--- src/rtl/legv8_pkg.sv ---
// Shared LEGv8 datapath constants and types used by the write-back/register-file slice.
package legv8_pkg;

  localparam int unsigned DATA_W    = 64;
  localparam int unsigned REG_IDX_W = 5;
  localparam int unsigned CNT_W     = 32;

  localparam logic [REG_IDX_W-1:0] REG_XZR = 5'd31;

  // Only X0..X30 have storage; XZR is synthesised as a constant zero.
  localparam int unsigned NUM_ARCH_REGS = 31;

  typedef logic [DATA_W-1:0]    data_t;
  typedef logic [REG_IDX_W-1:0] reg_idx_t;
  typedef logic [CNT_W-1:0]     cnt_t;

  function automatic logic is_xzr(input reg_idx_t idx);
    return idx == REG_XZR;
  endfunction

endpackage

--- src/rtl/wb_mux.sv ---
// Write-back source select: memory load data versus ALU result.
module wb_mux #(
  parameter int unsigned W = 64
) (
  input  logic         i_sel,
  input  logic [W-1:0] i_in1,
  input  logic [W-1:0] i_in0,
  output logic [W-1:0] o_out
);

  assign o_out = i_sel ? i_in1 : i_in0;

endmodule

--- src/rtl/wb_regfile.sv ---
// LEGv8 write-back stage and 2-read/1-write register file with XZR, same-cycle
// write-to-read bypass and a count of committed writes.
module wb_regfile
  import legv8_pkg::*;
(
  input  logic                 clock,
  input  logic                 reset,
  input  logic [DATA_W-1:0]    read_data,
  input  logic [DATA_W-1:0]    alu_result,
  input  logic [REG_IDX_W-1:0] write_reg,
  input  logic                 regWrite,
  input  logic                 memtoReg,
  input  logic [REG_IDX_W-1:0] read_reg1,
  input  logic [REG_IDX_W-1:0] read_reg2,
  output logic [DATA_W-1:0]    read_data1,
  output logic [DATA_W-1:0]    read_data2,
  output logic [DATA_W-1:0]    wb_data,
  output logic [CNT_W-1:0]     wb_count
);

  localparam int unsigned NUM_RD = 2;

  data_t    r_regs [NUM_ARCH_REGS];
  cnt_t     r_wb_count;

  data_t    w_wb_data;
  logic     w_wr_match;
  reg_idx_t w_rd_idx  [NUM_RD];
  data_t    w_rd_data [NUM_RD];

  wb_mux #(.W(DATA_W)) u_wb_mux (
    .i_sel (memtoReg),
    .i_in1 (read_data),
    .i_in0 (alu_result),
    .o_out (w_wb_data)
  );

  // Not gated by reset: the bypass must stay live while storage is clearing.
  assign w_wr_match = regWrite && !is_xzr(write_reg);

  assign w_rd_idx[0] = read_reg1;
  assign w_rd_idx[1] = read_reg2;

  for (genvar gi = 0; gi < NUM_RD; gi++) begin : g_rd
    assign w_rd_data[gi] = is_xzr(w_rd_idx[gi])                        ? '0 :
                           (w_wr_match && write_reg == w_rd_idx[gi])  ? w_wb_data :
                                                                        r_regs[w_rd_idx[gi]];
  end

  always_ff @(posedge clock) begin
    if (reset) begin
      for (int i = 0; i < NUM_ARCH_REGS; i++) begin
        r_regs[i] <= '0;
      end
      r_wb_count <= '0;
    end else if (w_wr_match) begin
      r_regs[write_reg] <= w_wb_data;
      r_wb_count        <= r_wb_count + cnt_t'(1);
    end
  end

  assign read_data1 = w_rd_data[0];
  assign read_data2 = w_rd_data[1];
  assign wb_data    = w_wb_data;
  assign wb_count   = r_wb_count;

endmodule

--- config.mk ---
export PLATFORM = sky130hd
export DESIGN_NAME = wb_regfile
export DESIGN_NICKNAME = d
export VERILOG_FILES = /design/src/rtl/legv8_pkg.sv /design/src/rtl/wb_mux.sv /design/src/rtl/wb_regfile.sv
export SDC_FILE = /design/constraint.sdc
export NUM_CORES = 2
export LEC_CHECK = 0
export ABC_AREA = 0
export BUFFER_PORTS_ARGS = -buffer_cell sky130_fd_sc_hd__buf_2
export CAP_MARGIN = 10
export CORE_ASPECT_RATIO = 0.9
export CORE_UTILIZATION = 35
export DETAILED_ROUTE_END_ITERATION = 10
export SYNTH_ARGS = -nofsm -noshare
export SYNTH_HDL_FRONTEND = slang
export SYNTH_SLANG_ARGS = --single-unit
export TNS_END_PERCENT = 10
--- constraint.sdc ---
create_clock -name clock -period 7.1 [get_ports clock]
set_clock_uncertainty 0.2 [all_clocks]
set_input_delay 1.42 -clock clock [delete_from_list [all_inputs] [get_ports clock]]
set_output_delay 1.42 -clock clock [all_outputs]
set_load 0.005 [all_outputs]
==> key figures <==
Pwr
  • Internal: 22.3 mW
  • Sequential power share: 0.478
  • Net Sw Power: 8.15 mW
  • Max IR drop VDD: 0.226 mV
  • Pwr dens: 248 nW/µm²
  • Total power: 30.4 mW
  • Clock Power Share: 0.387
  • Sw Ratio: 0.268
  • Comb power frac: 0.135
  • Lkg Pwr: 44.6 nW

STA
  • Slew Viols, Final: 0
  • Setup TNS: 0 ns
  • Fmax: 153 MHz
  • # setup viols final: 0
  • Max transition margin: 0.0355
  • RSZ-0062 raised after global routing: no
  • Period utilisation layout: 0.922
  • Final Hold Viols: 0
  • Slew @ Worst Pin: 1.45 ns
  • Min Tclk post-route: 6.54 ns

CTS
  • CTS buffer count: 226
  • H-tree levels: 4
  • Setup Buffers After CTS: 0
  • Clock transition at path regs: 0.05 ns
  • Clock Sink Count: 2080
  • Later-pin clock latency in the skew report: 0.95 ns
  • Clock root buffer: clkbuf_16
  • CTS Buffer Depth: 4
  • CTS tree: yes
  • Resize count post-CTS: 0
  • CTS Hold Bufs: 0

Detailed routing
  • ANT nets after route: 0
  • Vias per inst: 6.44
  • Via count: 79900
  • DRC: 0
  • Wire per inst: 35.7 µm
  • Drt pass-1 iters: 8
  • Routed wire length: 443000 µm
  • Iteration-0 DRC Markers: 13600

GRT
  • First-pass GRT wire length: 605000 µm
  • Total gr overflow: 0
  • Largest net degree at the start of global routing: 78
  • Initial antenna violation count: 25
  • Overall Global Routing Usage: 0.279
  • Number of global-route vias before repair: 77500

Finish
  • Finished Layout Cells: 12400
  • Area delta synth->final: 14.7%
  • Total Nets Final: 8290
  • Leading cell type in the layout, fill and taps excluded: nor2_1
  • Layout cell share with drive strength beyond 1: 0.224
  • Layout fillers: 28200
  • Register area: 62100 µm²
  • Most frequent cells in the layout: nor2_1 (2095), edfxtp_1 (2048), mux2i_1 (916)
  • Area of the multi-input gates: 42500 µm²

Logic synthesis
  • Asr flop ratio synth: 0
  • Mean Syn Cell Area: 13.4 µm²
  • Distinct cells, synth: 58
  • YS warnings: 0
  • Synth top area share: 0.575
  • Mapped cell area: 107000 µm²
  • Ys flop type: edfxtp_1
  • Area leader, netlist: edfxtp_1
  • Register bit total from synthesis: 2080
  • Register area share after synthesis: 0.581
  • EDFF count, synth: 2048
  • Leading post-synthesis cells by cell area: edfxtp_1 (57%), mux4_2 (13%), mux2i_1 (9.2%)
  • Post-Synthesis Cells: 7980

Worst setup path
  • Startpoint Class: primary input
  • Reg2reg start: wb_count[0]
  • Setup CP Type: in2out
  • CP startpoint: write_reg[3]
  • CP arrival: 4.92 ns
  • Crit-path max FO: 20
  • Register-to-register setup slack: 4.54 ns
  • CP Data Required Time: 5.48 ns
  • Setup crit end kind: output port

Placed design
  • DP HPWL: 250000 µm
  • Port bufs: 370
  • Placed Cells: 12000
  • GP Congestion: 0.868

Die
  • Cell Rows: 192
  • Starting Density: 0.352
  • Die Span X: 585 µm
  • Io pins: 371
  • Die height: 527 µm
  • Core area: 304000 µm²
  • Die area: 308000 µm²

Min path
  • Hold Crit Start: wb_count[6]
  • Worst hold path class: reg2reg

Outcome
  • Outcome: completed

Flow run
  • Max-cap violations: 0
==> flip-flops by register name, summed over array words and instances (netlist names) <==
name	cells
wb_count	32
r_regs	2048
==> Yosys cell counts, drive strengths merged, types with 2 or more instances <==
library cell,count
o2bb2ai,65
nor2,2097
and2,5
nor4bb,2
o32ai,64
o21a,37
or3,14
a22oi,45
mux4,639
buf,333
nand2,64
and3,3
xor2,2
a211oi,127
nand4,6
a2111oi,78
o221ai,108
and4,3
nor2b,9
a21oi,126
mux2,2
nor4,5
o31ai,5
nor3,8
o22ai,144
mux2i,980
nand2b,32
edfxtp,2048
dfxtp,32
o21ai,98
a211o,6
a221o,19
xnor2,23
nor3b,3
or4,6
inv,78
clkbuf,555
a221oi,81
nand3b,3
nand3,14
==> path summary, 6_finish.rpt <==
check,to,cells past startpoint
max,read_data2[4],8
min,wb_count[6],2
max reg2reg,wb_count[29],5
min reg2reg,wb_count[6],2
==> worst max-delay path: stages <==
cell,delay [ns]
buf_2,0.27
nand3_1,0.21
o21ai_2,0.57
or3_4,0.31
o21ai_4,0.32
buf_4,0.46
o32ai_1,1.05
buf_2,0.27
==> power by group through the flow <==
stage / logic, mW / registers [mW] / clock network (mW)
global placement: 3.99 / 14.7 / 0
detailed placement: 4.02 / 14.8 / 0
finish: 4.12 / 14.5 / 11.8
floorplan: 2.31 / 14.6 / 0
global route: 4.24 / 14.6 / 12.2
CTS: 4.03 / 14.5 / 11.8
==> layer usage <==
metal / wire length, µm / vias to the layer above / global-route usage
li1: - / 30800 / -
met1: 158000 / 40800 / 0.360
met2: 195000 / 6873 / 0.424
met3: 62700 / 1389 / 0.0836
met4: 27300 / 6 / 0.144
met5: 49 / - / 0
==> kinds of logic (layout without fill, tap and decap cells) <==
group / Yosys count / count (layout) / synth area share
xor gates and xnor gates: 25 / 25 / 0.00205
and+or+nand+nor: 2277 / 2277 / 0.0828
muxes: 1621 / 1621 / 0.226
AOI/OAI and AO/OA: 1009 / 1009 / 0.0695
adders and majority gates: 1 / 1 / 0.000117
buffers and inverters: 966 / 1242 / 0.0385
other: 1 / 72 / 0.0000350
DFF: 2080 / 2080 / 0.581
==> final cells by class <==
class	instances	area share
Tap cell	4074	0.0415
Antenna cell	8	0.000163
Clock inverter	131	0.00963
Clock buffer	274	0.0477
Sequential cell	2080	0.506
Multi-Input combinational cell	4997	0.346
Timing Repair Buffer	759	0.0468
Inverter	78	0.00238
==> stage by stage <==
step	area, µm²	hold WS (ns)	worst slack (ns)	utilization
4_1_cts	123000	0.304	0.756	0.404
3_5_place_dp	116000	0.297	0.764	0.381
2_1_floorplan	107000	0.280	2.37	-
6_report	123000	0.302	0.557	0.404
3_3_place_gp	116000	0.277	0.452	0.380
5_1_grt	123000	0.328	0.455	0.404
Power figures use the tool's default switching activity.
